### config.mk
export PLATFORM = sky130hd
export DESIGN_NAME = fuzz_wb_arbiter
export DESIGN_NICKNAME = d
export VERILOG_FILES = /design/src/rtl/fuzz_wb_arbiter_pkg.sv /design/src/rtl/rr_select.sv /design/src/rtl/fuzz_wb_arbiter.sv
export SDC_FILE = /design/constraint.sdc
export NUM_CORES = 1
export LEC_CHECK = 0
export ABC_AREA = 1
export BUFFER_PORTS_ARGS = -buffer_cell sky130_fd_sc_hd__buf_2
export CORE_AREA = 2 2 185 187
export DETAILED_ROUTE_END_ITERATION = 8
export DIE_AREA = 0 0 187 189
export SETUP_SLACK_MARGIN = 0.15
export SYNTH_ARGS = -nofsm -noshare
export SYNTH_HDL_FRONTEND = slang
export SYNTH_SLANG_ARGS = --single-unit
### constraint.sdc
create_clock -name clk -period 2.9 [get_ports clk]
set_clock_uncertainty 0.1 [all_clocks]
set_input_delay 0.29 -clock clk [delete_from_list [all_inputs] [get_ports clk]]
set_output_delay 0.29 -clock clk [all_outputs]
set_load 0.03 [all_outputs]
### src/rtl/fuzz_wb_arbiter_pkg.sv
`default_nettype none
// +----------------------------------------------------------------------------+
// | Module      : fuzz_pkg                                                     |
// | Description : Shared types and constants for the fuzzing Wishbone arbiter. |
// | Revision    : 1.0  initial release                                         |
// +----------------------------------------------------------------------------+
package fuzz_pkg;

    typedef enum logic [1:0] {
        IDLE    = 2'd0,
        BUSY    = 2'd1,
        RECOVER = 2'd2
    } arb_state_t;

    localparam int c_default_timeout_cycles = 100;

    localparam int c_master_monitor = 0;
    localparam int c_master_random  = 1;
    localparam int c_master_mutated = 2;

endpackage
`default_nettype wire

### src/rtl/rr_select.sv
`default_nettype none
// +----------------------------------------------------------------------------+
// | Module      : rr_select                                                    |
// | Description : Combinational round-robin pick, searching from last+1.       |
// | Revision    : 1.0  initial release                                         |
// +----------------------------------------------------------------------------+
module rr_select #(
    parameter int NUM_MASTERS = 3,
    parameter int IDX_W       = 2
) (
    input  logic [NUM_MASTERS-1:0] i_req,
    input  logic [IDX_W-1:0]       i_last_owner,
    output logic [NUM_MASTERS-1:0] o_grant
);

    logic [IDX_W-1:0] w_idx;

    // Walk from the farthest candidate to the nearest so the nearest requester wins.
    always_comb begin
        o_grant = '0;
        w_idx   = '0;
        for (int k = NUM_MASTERS; k >= 1; k--) begin
            w_idx = IDX_W'((int'(i_last_owner) + k) % NUM_MASTERS);
            if (i_req[w_idx]) begin
                o_grant        = '0;
                o_grant[w_idx] = 1'b1;
            end
        end
    end

endmodule
`default_nettype wire

### src/rtl/fuzz_wb_arbiter.sv
`default_nettype none
// +----------------------------------------------------------------------------+
// | Module      : fuzz_wb_arbiter                                              |
// | Description : Round-robin Wishbone arbiter with bus-lock and slave timeout.|
// | Revision    : 1.0  initial release                                         |
// +----------------------------------------------------------------------------+
module fuzz_wb_arbiter
    import fuzz_pkg::*;
#(
    parameter int NUM_MASTERS     = 3,
    parameter int ADDR_WIDTH      = 32,
    parameter int DATA_WIDTH      = 32,
    parameter int READ_DATA_WIDTH = 64,
    parameter int TIMEOUT_CYCLES  = c_default_timeout_cycles
) (
    input  logic                                  clk,
    input  logic                                  rst_n,
    input  logic [NUM_MASTERS-1:0]                m_cyc,
    input  logic [NUM_MASTERS-1:0]                m_stb,
    input  logic [NUM_MASTERS-1:0]                m_we,
    input  logic [NUM_MASTERS*ADDR_WIDTH-1:0]     m_adr,
    input  logic [NUM_MASTERS*DATA_WIDTH-1:0]     m_dat,
    input  logic [NUM_MASTERS*DATA_WIDTH/8-1:0]   m_sel,
    output logic [NUM_MASTERS-1:0]                m_ack,
    output logic [NUM_MASTERS-1:0]                m_err,
    output logic [READ_DATA_WIDTH-1:0]            m_dat_o,
    output logic                                  s_cyc,
    output logic                                  s_stb,
    output logic                                  s_we,
    output logic [ADDR_WIDTH-1:0]                 s_adr,
    output logic [DATA_WIDTH-1:0]                 s_dat,
    output logic [DATA_WIDTH/8-1:0]               s_sel,
    input  logic                                  s_ack,
    input  logic                                  s_err,
    input  logic [READ_DATA_WIDTH-1:0]            s_dat_o,
    input  logic [NUM_MASTERS-1:0]                req_mask,
    output logic [NUM_MASTERS-1:0]                grant,
    output logic                                  timeout_evt,
    output logic [1:0]                            timeout_id,
    output logic [NUM_MASTERS*16-1:0]             xfer_cnt
);

    localparam int c_idx_w  = (NUM_MASTERS > 1) ? $clog2(NUM_MASTERS) : 1;
    localparam int c_sel_w  = DATA_WIDTH / 8;
    localparam int c_wait_w = (TIMEOUT_CYCLES > 1) ? $clog2(TIMEOUT_CYCLES) : 1;
    localparam logic [c_wait_w-1:0] c_wait_limit = c_wait_w'(TIMEOUT_CYCLES - 1);
    localparam logic [c_idx_w-1:0]  c_last_rst   = c_idx_w'(NUM_MASTERS - 1);

    arb_state_t             r_state;
    arb_state_t             w_state_nxt;
    logic [NUM_MASTERS-1:0] r_grant;
    logic [NUM_MASTERS-1:0] w_grant_nxt;
    logic [NUM_MASTERS-1:0] w_req;
    logic [NUM_MASTERS-1:0] w_rr_grant;
    logic [c_idx_w-1:0]     r_owner;
    logic [c_idx_w-1:0]     w_owner_nxt;
    logic [c_idx_w-1:0]     w_rr_idx;
    logic [c_wait_w-1:0]    r_wait;
    logic [1:0]             r_timeout_id;
    logic                   w_busy;
    logic                   w_own_cyc;
    logic                   w_own_stb;
    logic                   w_timeout;

    assign w_req = m_cyc & m_stb & req_mask;

    rr_select #(
        .NUM_MASTERS (NUM_MASTERS),
        .IDX_W       (c_idx_w)
    ) u_rr_select (
        .i_req        (w_req),
        .i_last_owner (r_owner),
        .o_grant      (w_rr_grant)
    );

    always_comb begin
        w_rr_idx = '0;
        for (int i = 0; i < NUM_MASTERS; i++) begin
            if (w_rr_grant[i]) begin
                w_rr_idx = c_idx_w'(i);
            end
        end
    end

    // r_owner doubles as last_owner once the bus is released.
    assign w_busy    = (r_state == BUSY);
    assign w_own_cyc = m_cyc[r_owner];
    assign w_own_stb = m_stb[r_owner];
    assign w_timeout = w_busy && w_own_cyc && w_own_stb && !s_ack && !s_err
                       && (r_wait == c_wait_limit);

    always_comb begin
        w_state_nxt = r_state;
        w_grant_nxt = r_grant;
        w_owner_nxt = r_owner;
        case (r_state)
            IDLE: begin
                if (|w_req) begin
                    w_state_nxt = BUSY;
                    w_grant_nxt = w_rr_grant;
                    w_owner_nxt = w_rr_idx;
                end
            end
            BUSY: begin
                if (!w_own_cyc) begin
                    w_state_nxt = IDLE;
                    w_grant_nxt = '0;
                end else if (w_timeout) begin
                    w_state_nxt = RECOVER;
                    w_grant_nxt = '0;
                end
            end
            RECOVER: begin
                if (!w_own_cyc) begin
                    w_state_nxt = IDLE;
                end
            end
            default: begin
                w_state_nxt = IDLE;
                w_grant_nxt = '0;
            end
        endcase
    end

    always_ff @(posedge clk or negedge rst_n) begin
        if (!rst_n) begin
            r_state      <= IDLE;
            r_grant      <= '0;
            r_owner      <= c_last_rst;
            r_wait       <= '0;
            r_timeout_id <= '0;
        end else begin
            r_state <= w_state_nxt;
            r_grant <= w_grant_nxt;
            r_owner <= w_owner_nxt;
            if (w_timeout) begin
                r_timeout_id <= 2'(r_owner);
            end
            if (!w_busy || s_ack || s_err || !w_own_stb) begin
                r_wait <= '0;
            end else if (r_wait != c_wait_limit) begin
                r_wait <= r_wait + c_wait_w'(1);
            end
        end
    end

    // Slave side sees the owner only while BUSY, so reset or RECOVER idles it at once.
    assign s_cyc = w_busy & w_own_cyc;
    assign s_stb = w_busy & w_own_stb;
    assign s_we  = w_busy & m_we[r_owner];
    assign s_adr = w_busy ? m_adr[int'(r_owner)*ADDR_WIDTH +: ADDR_WIDTH] : '0;
    assign s_dat = w_busy ? m_dat[int'(r_owner)*DATA_WIDTH +: DATA_WIDTH] : '0;
    assign s_sel = w_busy ? m_sel[int'(r_owner)*c_sel_w +: c_sel_w] : '0;

    always_comb begin
        m_ack = '0;
        m_err = '0;
        if (w_busy) begin
            m_ack[r_owner] = s_ack;
            m_err[r_owner] = s_err | w_timeout;
        end
    end

    assign m_dat_o     = s_dat_o;
    assign grant       = r_grant;
    assign timeout_evt = w_timeout;
    assign timeout_id  = w_timeout ? 2'(r_owner) : r_timeout_id;

    generate
        for (genvar gi = 0; gi < NUM_MASTERS; gi++) begin : g_xfer_cnt
            logic [15:0] r_cnt;
            always_ff @(posedge clk or negedge rst_n) begin
                if (!rst_n) begin
                    r_cnt <= '0;
                end else if (m_ack[gi] && (r_cnt != 16'hFFFF)) begin
                    r_cnt <= r_cnt + 16'd1;
                end
            end
            assign xfer_cnt[gi*16 +: 16] = r_cnt;
        end
    endgenerate

endmodule
`default_nettype wire

# Word level (Yosys, flattened, before mapping)
# Cells that the tools add are included.
# W data, S select, Z words.
[word_totals] register_bits=64 latchBits=0 ramBits=0 mem_bits_ro=0 in_bits=284 elab_cells=115 memories=0
[op_classes] n_addsub=7 multipliers=0 n_div=3 order_cmp=8 n_eq_ne=10 n_shift=3 mux=42 bitwise=9 reduce_logical=25
[ops] op="$shiftx A96 B8 Y32" n=2
[ops] op="$mod A32 B3 Y32 const B" n=3
[ops] op="$mux W32" n=2
[ops] op="$add A16 B1 Y16 const B" n=3
[ops] op="$ne A16 B16 Y1 const B" n=3
[ops] op="$mux W3" n=8
[ops] op="$mux W7" n=2
[ops] op="$and A3 B3 Y3" n=4
[ops] op="$bmux W1 S2" n=6
[ops] op="$logic_and A1 B1 Y1" n=12
[ops] op="$lt A2 B3 Y1 const B" n=4
[ops] op="$mux W2" n=6
[ops] op="$shiftx A12 B5 Y4" n=1
[ops] op="$mux W1" n=11
[ops] op="$pmux W3 S3" n=1
[ops] op="$demux W1 S2" n=4
[ops] op="$ge A2 B1 Y1 const B" n=4
[ops] op="$add A7 B1 Y7 const B" n=1
[ops] op="$eq A7 B7 Y1 const B" n=1
[ops] op="$ne A7 B7 Y1 const B" n=1
[ops] op="$add A2 B2 Y3 const B" n=2
[ops] op="$pmux W2 S3" n=1
[ops] op="$reduce_and A3 Y1" n=2
[ops] op="$logic_not A1 Y1" n=4
[ops] op="14 further kinds" n=19

# Depth between registers and ports, before layout
# Gate-level depths: netlist (run 1).
[logic_depth] depth_word=11 depth_mapped=13 mapped_depth_nobuf=12

# By module
# Synthesis (run 1) repeated with hierarchy kept, for this count alone.
[unflattened] cells_unflattened=1025 hier_area_um2=6103.4
[by_module_without_submodules] mod="fuzz_wb_arbiter" instances=1 cells_per_inst=977 area_per_inst_um2=5851.9
[by_module_without_submodules] mod="rr_select" instances=1 cells_per_inst=48 area_per_inst_um2=251.5

# Least setup slack after synthesis (run 1)
# No wires, ideal clock.
[synth_timing] kind="register to output" start="reg r_owner[1]" end="out m_err[0]" t_arrival_ns=2.304 path_slack_ns=0.206 stages_incl_launch_ff=10 n_path_buf=1 path_cell_list="dfstp_2 > buf_2 > inv_2 > nor2_4 > inv_2 > o21ai_2 > nand2_1 > nor2_2 > nor2_1 > nor3_1"
[synth_between] elab_chain_cells=10 elab_cells_between_ends=17
[synth_rtl] element="from (decl)" line="fuzz_wb_arbiter.sv:55" rtl="logic [c_idx_w-1:0] r_owner;"
[synth_rtl] element="from (signal assigned)" line="fuzz_wb_arbiter.sv:129" rtl="r_owner <= c_last_rst;"
[synth_rtl] element="from (signal assigned)" line="fuzz_wb_arbiter.sv:135" rtl="r_owner <= w_owner_nxt;"
[synth_rtl] element="$bmux W1 S2" line="fuzz_wb_arbiter.sv:87" rtl="assign w_own_cyc = m_cyc[r_owner];"
[synth_rtl] element="$mux W1 (not written as such)" line="fuzz_wb_arbiter.sv:87"
[synth_rtl] element="$logic_and A1 B1 Y1" line="fuzz_wb_arbiter.sv:89" rtl="assign w_timeout = w_busy && w_own_cyc && w_own_stb && !s_ack && !s_err"
[synth_rtl] element="$logic_and A1 B1 Y1 (*) (3 in a row)" line="fuzz_wb_arbiter.sv:89"
[synth_rtl] element="$logic_and A1 B1 Y1 (*)" line="fuzz_wb_arbiter.sv:90" rtl="&& (r_wait == c_wait_limit);"
[synth_rtl] element="via timeout_evt" line="fuzz_wb_arbiter.sv:38" rtl="output logic timeout_evt,"
[synth_rtl] element="$or A1 B1 Y1 (*)" line="fuzz_wb_arbiter.sv:160" rtl="m_err[r_owner] = s_err | w_timeout;"
[synth_rtl] element="$and A3 B3 Y3 (no source line) (*)"
[synth_rtl] element="$mux W3 (*)" line="fuzz_wb_arbiter.sv:158" rtl="if (w_busy) begin"
[synth_rtl] element="to (decl)" line="fuzz_wb_arbiter.sv:25" rtl="output logic [NUM_MASTERS-1:0] m_err,"
# The timed path passes the listed nets; every way through them passes the cells marked *. The select of a mux whose other input is x is not followed.

# Final worst setup path (run 1)
[layout_timing] start="reg r_owner[1]" end="out s_dat[11]"
[layout_between] elab_chain_cells=2
[layout_rtl] element="$shiftx A96 B8 Y32" line="fuzz_wb_arbiter.sv:152" rtl="assign s_dat = w_busy ? m_dat[int'(r_owner)*DATA_WIDTH +: DATA_WIDTH] : '0;"
[layout_rtl] element="$mux W32" line="fuzz_wb_arbiter.sv:152"
[layout_rtl] element="to (decl)" line="fuzz_wb_arbiter.sv:31" rtl="output logic [DATA_WIDTH-1:0] s_dat,"
# No other way between the ends.

==> results.cfg, run 1 <==
[status]
status = complete, no violations

[place]
globalplace.congestion = 0.8913
io_buffers = 350
dp_slack_ps = 73.28
hpwl_um = 21270

[clocking]
cts_tree = built
path_clk_slew_ps = 60
htree_levels = 3
clkSinkCount = 64
clockRootBuffer = clkbuf_16
postCtsSetupBuffers = 0
cts_made_buffers = 9
cts_buffer_depth = 2
clkLatencyLatePin_ps = 340

[grt]
grt_pass1_vias = 6515
grt_pass1_wl_um = 37690
grt_start_max_net_pins = 70
grt_antenna_before_repair = 8
grt.overflow.total = 0
grtUsageTotal_pct = 13.96

[timing]
timing.fmax_ghz = 0.3749
finalCritPeriodShare_pct = 91.98
maxSlewViolCount = 0
setup_viol = 0
hold_violations = 0
rsz0062_at_grt = false
setup_ws_ps = 232.4
holdWs_ps = 207.7
worstMarginPinSlew_ps = 504.3
fin_setup_tns_ps = 0
slew_headroom_pct = 66.16
min_period_ps = 2668

[detailed_routing]
vias_per_cell = 4.321
avgRoutedWirePerCell_um = 15.99
antenna_left = 0
vias = 7065
detail_route.wirelength_um = 26150
first_pass_iters = 5
initialDrtViolationCount = 418
drc = 0

[floorplanning]
top_level_ports = 479
die_y_um = 189
die-area_um2 = 35340
rows = 67
start_util_pct = 17.40
core_area_um2 = 33280
die_x_um = 187

[power]
ir_drop_mv = 0.3638
powerDensity_nw_per_um2 = 919.9
p_leak_uw = 0.004191

[setup_path]
path_cells = inv_2, nor2_4, buf_12, nand2_1, a21oi_1, buf_2
slowest_delay_ps = 580
critPathKind = flip-flop to output pin
startpoint_type = flip-flop
critPathTopFamily = buffers and inverters
arrival_ps = 2280
crit_buf_inv = 3
required_ps = 2510
cp-end-kind = output pin
cpMaxStageDelayCell = dfstp_2
crit_fanout = 69

[yosys]
postSynthCellCount = 913
ys_types = 36
synth_area_per_cell_um2 = 6.341
syn_nets = 1206
ys_warn_count = 0
synthFlopType = dfrtp_1
synth_seq_cells = 64
synth_enable_flop_cells = 0
yosysSeqAreaShare_pct = 27.69
async_reset_ff_share_pct = 100.0
synth_area_um2 = 5789

[flow_run]
cap_viol_max_count = 0

[cells_and_area]
n_fill_cell = 3767
fin_nets = 1472
multiInputGateArea_um2 = 3348
final-seq-area_um2 = 1604
drive_above_1_share_pct = 35.47
area_delta_synth_final_pct = 37.82
post-route-util_pct = 23.97

[min_path]
hp-class = primary input to flip-flop
==> sequential cells by signal, summed over array words and instances, names as in the netlist <==
register          flops
g_xfer_cnt.r_cnt     48
r_wait                7
grant                 3
r_owner               2
r_state               2
r_timeout_id          2
==> kinds of logic after synthesis <==
family,Yosys count,synth area share [%]
xor+xnor,41,6.203
buf+inv,162,15.30
simple gates,466,33.72
compound gates,171,15.15
flops,64,27.69
fa+ha+maj,9,1.945
==> repair_timing <==
item	4_1_cts	5_1_grt
hold buffers	1	0
gates resized for setup	8	8
endpoints found under the hold margin	63	0
setup endpoints to repair	9	8
==> through the flow <==
step | power, µW | instance area [µm²] | std cells
after floorplan | 4494 | 5789 | 913
after global placement | 6068 | 7564 | 1615
after detailed placement | 6092 | 7564 | 1615
after CTS | 7402 | 7939 | 1632
after global routing | 7837 | 7974 | 1633
final | 7340 | 7979 | 1635
==> cell type report <==
| class | instances | share of cell area (%) |
|---|---|---|
| Inverter | 55 | 2.587 |
| Multi-Input combinational cell | 687 | 41.96 |
| Clock buffer | 11 | 3.168 |
| Timing Repair Buffer | 362 | 23.98 |
| Clock inverter | 5 | 1.082 |
| Sequential cell | 64 | 20.10 |
| Tap cell | 448 | 7.025 |
| Antenna cell | 3 | 0.09409 |
==> tightest hold or removal path, cell delays in order <==
cell and delay [ps]:
buf_2 90, nor2_1 40, nand2_1 120, nor2_1 60
==> synth_stat cells (2+ instances only) <==
| cell type | number | area, µm² |
|---|---|---|
| nand2_1 | 198 | 743.2 |
| nor2_1 | 182 | 683.2 |
| o21ai_0 | 84 | 420.4 |
| a21oi_1 | 72 | 360.4 |
| buf_4 | 65 | 488.0 |
| dfrtp_1 | 63 | 1577 |
| inv_1 | 46 | 172.7 |
| nand3_1 | 33 | 165.2 |
| xor2_1 | 23 | 201.4 |
| clkbuf_1 | 22 | 82.58 |
| xnor2_1 | 18 | 157.7 |
| nor3_1 | 13 | 65.06 |
| nand4_1 | 12 | 75.07 |
| buf_1 | 10 | 37.54 |
| nand2_2 | 10 | 62.56 |
| ha_1 | 9 | 112.6 |
| buf_2 | 8 | 40.04 |
| inv_2 | 8 | 30.03 |
| o21ai_1 | 8 | 40.04 |
| nand3b_1 | 5 | 37.54 |
| nor3_2 | 4 | 40.04 |
| nor2_2 | 3 | 18.77 |
| o21ai_2 | 3 | 26.28 |
| o211ai_1 | 2 | 15.01 |
==> per-layer routing <==
| layer | wire [µm] | global-route usage (%) |
|---|---|---|
| met5 | 62 | 0 |
| met4 | 1135 | 6.777 |
| met3 | 2515 | 4.819 |
| met2 | 11660 | 21.68 |
| met1 | 10770 | 17.25 |
==> worst paths after layout <==
path	start	endpoint	slack, ps	cells after the start
setup / recovery	r_owner[1]	s_dat[11]	230	6
hold / removal	s_ack	r_wait[6]	210	4
setup reg to reg	r_owner[0]	g_xfer_cnt[2].r_cnt[9]	530	8
hold reg to reg	grant[0]	grant[0]	380	2
max in group asynchronous	rst_n	r_owner[1]	1960	3
min in group asynchronous	rst_n	g_xfer_cnt[1].r_cnt[2]	400	3
==> layout by cell type, fill, tap and decap left out, drive strengths merged, types with 17 or more instances in the layout <==
cell and n:
buf 360, nand2 208, nor2 186, o21ai 95, a21oi 72, dfrtp 63, inv 57, nand3 34
xor2 23, xnor2 18, nor3 17
==> report_power, final <==
group	leakage [µW]	switching, µW	internal, µW
clock	0.000167	425	807
sequential	0.000850	170	1020
combinational	0.00317	3580	1330
Power figures use the tool's default switching activity.
==> inputs of run 2 (changes only) <==
- PLACE_DENSITY: default -> 0.51
==> run 2 against run 1 <==
Net effect: worst hold slack improved by 30 ps; clock-buffer cell count did not move; combinational power fell by 3%; sequential cell count did not move; critical path depth did not move; final area fell by 0.99%; highest routed layer unchanged; die area did not move; critical endpoint is now s_dat[12]; clock power fell by 4%.
==> results.cfg, run 2 (synthesis results as in run 1) <==
[clocking]
cts_buffer_depth = 2
clkLatencyLatePin_ps = 330
htree_levels = 3
clkSinkCount = 64
clockRootBuffer = clkbuf_16
cts_made_buffers = 9
path_clk_slew_ps = 60
cts_tree = built

[detailed_routing]
vias = 6913
detail_route.wirelength_um = 26280
antenna_left = 0
initialDrtViolationCount = 371
avgRoutedWirePerCell_um = 16.10
vias_per_cell = 4.236
first_pass_iters = 5
drc = 0

[setup_path]
required_ps = 2510
r2r_cells = 8
cp-end-kind = output pin
startpoint_type = flip-flop
crit_fanout = 69
reg2reg_setup_slack_ps = 530
arrival_ps = 2270
critPathKind = flip-flop to output pin

[power]
p_leak_uw = 0.004166
ir_drop_mv = 0.4357
powerDensity_nw_per_um2 = 902.8

[timing]
hold_violations = 0
fin_setup_tns_ps = 0
worstMarginPinSlew_ps = 759.3
maxSlewViolCount = 0
rsz0062_at_grt = true
holdWs_ps = 237.9
setup_ws_ps = 237.1
finalCritPeriodShare_pct = 91.82
timing.fmax_ghz = 0.3755
min_period_ps = 2663
setup_viol = 0
slew_headroom_pct = 49.38

[flow_run]
cap_viol_max_count = 0

[cells_and_area]
post-route-util_pct = 23.74
regMostFlops = g_xfer_cnt.r_cnt
largest_reg_flops = 48
area_delta_synth_final_pct = 36.46
drive_above_1_share_pct = 34.69
fin_nets = 1470
layout_commonest_cell = buf_2
layout_common_cells = buf_2 (350), nand2_1 (198), nor2_1 (182)
n_fill_cell = 3783

[place]
globalplace.congestion = 0.8615
io_buffers = 350
hpwl_um = 21470
dp_slack_ps = 440.6

[floorplanning]
die-area_um2 = 35340
die_y_um = 189
top_level_ports = 479
rows = 67
start_util_pct = 17.40
die_x_um = 187
core_area_um2 = 33280

[grt]
grtUsageTotal_pct = 14.24
grt_pass1_vias = 6508
grt.overflow.total = 0
grt_start_max_net_pins = 70
grt_pass1_wl_um = 38670
grt_antenna_before_repair = 6

[min_path]
hp-class = primary input to flip-flop
min_path_cells = 4

[status]
status = complete, no violations
[run 2: cell count changes in the layout (fill, tap and decap cells not counted), moves of 2 or more]
cell	before	now
clkbuf_8	3	1
inv_6	2	0
buf_2	348	350
clkinvlp_4	0	2
buf_4	6	4
a21oi_2	7	1
a21oi_1	64	71
buf_6	2	0
[run 2: stage by stage]
stage	instance area (µm²)	cells	total power, µW
after global routing	7895	1630	7680
final	7900	1632	7133
after global placement	7546	1613	6012
after floorplan	5789	913	4494
after detailed placement	7546	1613	6014
after CTS	7883	1630	7237
[run 2: report_power, final]
part / total [µW] / internal [µW] / switching (µW)
clock: 1180 / 774 / 402
combinational: 4770 / 1300 / 3470
sequential: 1190 / 1030 / 165
total: 7130 / 3100 / 4040
[run 2: what timing repair did]
item                                    in CTS  in global routing
endpoints found under the setup margin       3                  6
gates resized for setup                      1                  4
endpoints found under the hold margin       28                  0
hold buffers                                 1                  0
buffers inserted                             0                  0
[run 2: area by class of cell]
type	count	area [µm²]	area share (%)
sequential	64	1604	20.30
tap	448	560.5	7.095
timing repair buffer	360	1887	23.88
clock buffer	11	242.7	3.073
clock inverter	5	80.08	1.014
antenna	2	5.005	0.06335
inverter	55	206.4	2.613
multi-input combinational	687	3314	41.95
[run 2: layer usage]
metal,vias up,routed length (µm),GRT usage (%)
li1,3396,-,-
met1,3144,10690,17.42
met2,323,12350,23.18
met3,44,2467,4.968
met4,6,733,5.006
met5,-,34,0
[run 2: final timing paths]
kind / from / to
worst max register to register: r_owner[0] / g_xfer_cnt[2].r_cnt[9]
worst min-delay path: s_ack / r_wait[4]
max in group asynchronous: rst_n / grant[0]
worst max-delay path: r_owner[1] / s_dat[12]
worst min register to register: grant[2] / grant[2]
min in group asynchronous: rst_n / g_xfer_cnt[1].r_cnt[3]
[run 2: worst max-delay path, cell delays in order, from the launching register on]
cell     delay (ps)
dfstp_2         560
inv_2            80
nor2_4          140
buf_12          270
nand2_1         110
a21oi_1         400
buf_2           280
==> inputs of run 3 (changes only) <==
- ABC_AREA: 1 -> default
- CORE_AREA: 2 2 185 187 -> 2 2 188 190
- DIE_AREA: 0 0 187 189 -> 0 0 190 192
- PLACE_DENSITY: 0.51 -> 0.49
==> run 3 against run 2 <==
Net effect: sequential power about the same; utilization decreased by 1.2 points; clock-buffer cell count increased by 2; global-route usage decreased by 2.2 points; total power decreased by 8.8%; synthesized cell count decreased by 26%; area after synthesis decreased by 6.0%; worst hold slack improved by 140 ps; clock power decreased by 8%; critical path type unchanged.
==> results.cfg, run 3 <==
[detailed_routing]
drc = 0
detail_route.wirelength_um = 22960
avgRoutedWirePerCell_um = 16.11
first_pass_iters = 4
vias = 5835
initialDrtViolationCount = 234
vias_per_cell = 4.095
antenna_left = 0

[clocking]
path_clk_slew_ps = 50
cts_tree = built
htree_levels = 3
cts_made_buffers = 9
clkLatencyLatePin_ps = 320
clkSinkCount = 64
clockRootBuffer = clkbuf_16
cts_buffer_depth = 2

[cells_and_area]
largest_reg_flops = 48
final_area_um2 = 7732
multiInputGateArea_um2 = 3241
regMostFlops = g_xfer_cnt.r_cnt
fin_nets = 1257
final-seq-area_um2 = 1610
area_delta_synth_final_pct = 42.13
layout_common_cells = buf_2 (348), nor2_1 (160), a21oi_1 (75)
layout_commonest_cell = buf_2
drive_above_1_share_pct = 41.80
stdcell_count = 1425
n_fill_cell = 3868

[setup_path]
cp-end-kind = output pin
required_ps = 2510
critPathLaunch = r_owner[1]
crit_fanout = 3
arrival_ps = 2300
startpoint_type = flip-flop
timing.rr.start = r_owner[1]
critPathKind = flip-flop to output pin

[min_path]
hp-start = s_ack
hp-class = primary input to flip-flop

[grt]
grt.overflow.total = 0
grt_antenna_before_repair = 5
grt_start_max_net_pins = 72
grtUsageTotal_pct = 12.08
grt_pass1_wl_um = 33750
grt_pass1_vias = 5668

[timing]
setup_viol = 0
hold_violations = 0
rsz0062_at_grt = true
worstMarginPinSlew_ps = 777.1
maxSlewViolCount = 0
slew_headroom_pct = 48.19
finalCritPeriodShare_pct = 92.63
timing.fmax_ghz = 0.3723
min_period_ps = 2686
holdWs_ps = 380.2
fin_setup_tns_ps = 0

[yosys]
synth_seq_cells = 64
ys_top_cells_by_area = dfrtp_1 (29%), mux2i_1 (13%), nor2_1 (11%), buf_4 (9.0%), a21oi_1 (7.0%)
synth_top_area_share_pct = 28.98
postSynthCellCount = 679
synth_area_um2 = 5440
synth_area_per_cell_um2 = 8.012
yosysSeqAreaShare_pct = 29.46
ys_types = 51
async_reset_ff_share_pct = 100.0
synth.most_common_cell = nor2_1
ys_top_cells_by_count = nor2_1 (160), a21oi_1 (76), mux2i_1 (71), buf_4 (65), dfrtp_1 (63)
synth_enable_flop_cells = 0
syn_nets = 972
synth_area_leader_cell = dfrtp_1
synthFlopType = dfrtp_1
ys_warn_count = 0

[place]
hpwl_um = 19220
postPlaceCellArea_um2 = 7318
io_buffers = 350
dp.cells = 1402
globalplace.congestion = 0.8205

[power]
powerDensity_nw_per_um2 = 840.8
ir_drop_mv = 0.3354
p_leak_uw = 0.003962

[floorplanning]
start_util_pct = 15.87
top_level_ports = 479
core_area_um2 = 34290
die_x_um = 190
rows = 68
die_y_um = 192
die-area_um2 = 36480

[flow_run]
cap_viol_max_count = 0

[status]
status = complete, no violations
==> run 3: cell count changes after synthesis, moves of 12 or more <==
| cell | before | now |
|---|---|---|
| and3_1 | 0 | 12 |
| inv_1 | 46 | 7 |
| mux2i_1 | 0 | 71 |
| nand2_1 | 198 | 22 |
| nand3_1 | 33 | 21 |
| nor2_1 | 182 | 160 |
| o21ai_0 | 84 | 3 |
| xnor2_1 | 18 | 32 |
==> run 3: cells by family after synthesis <==
family | share of synthesized area, %
xor+xnor | 8.050
buf+inv | 11.84
flops | 29.46
mux | 14.72
fa+ha+maj | 2.070
compound gates | 11.25
simple gates | 22.61
==> run 3: final cells by class <==
cell class              instances  area share [%]
repair buffers                373           25.65
multi-input cells             509           41.91
clock buffers                  13           3.366
well taps                     455           7.362
inverters                       7          0.3398
diodes                          1         0.03236
clock inverters                 3          0.5178
flip-flops and latches         64           20.83
==> run 3: routing by layer <==
metal | wire length [µm] | global-route usage [%] | up-vias
li1 | - | - | 2843
met1 | 9612 | 15.06 | 2680
met2 | 11390 | 21.45 | 288
met3 | 1698 | 2.668 | 22
met4 | 251 | 2.177 | 2
met5 | 8 | 0 | -
==> run 3: report_power, final <==
part | switching, µW | internal, µW | total (µW)
clock | 374 | 710 | 1080
combinational | 2870 | 1380 | 4260
sequential | 151 | 1010 | 1160
==> run 3: path summary, 6_finish.rpt <==
check	endpoint	slack, ps	cells after the start
max reg2reg	g_xfer_cnt[2].r_cnt[15]	330	9
min reg2reg	grant[0]	380	1
min	g_xfer_cnt[2].r_cnt[6]	380	4
min in group asynchronous	g_xfer_cnt[1].r_cnt[0]	480	2
max	timeout_id[0]	210	7
max in group asynchronous	g_xfer_cnt[0].r_cnt[3]	1550	3
==> run 3: metrics by stage <==
| stage | util, % | worst slack (ps) | power (µW) |
|---|---|---|---|
| after floorplan | - | 182.8 | 4120 |
| after global placement | 21.34 | 270.1 | 5401 |
| after detailed placement | 21.34 | 228.4 | 5407 |
| after CTS | 22.47 | 90.87 | 6587 |
| after global routing | 22.54 | 139.6 | 6976 |
| final | 22.55 | 213.7 | 6502 |
==> run 3: what timing repair did <==
item,in CTS,in global routing
pin swaps,3,2
gates cloned,0,0
setup endpoints to repair,46,37
hold buffers,1,0
hold endpoints to repair,27,0
resized for setup,11,8
buffers inserted,5,0
==> run 3: critical path: stages, from the launching register on <==
cell and delay, ps:
dfstp_4 620, nor2b_4 150, a22oi_2 90, or3_4 390
nor3_4 140, buf_6 140, mux2_4 310, buf_6 140
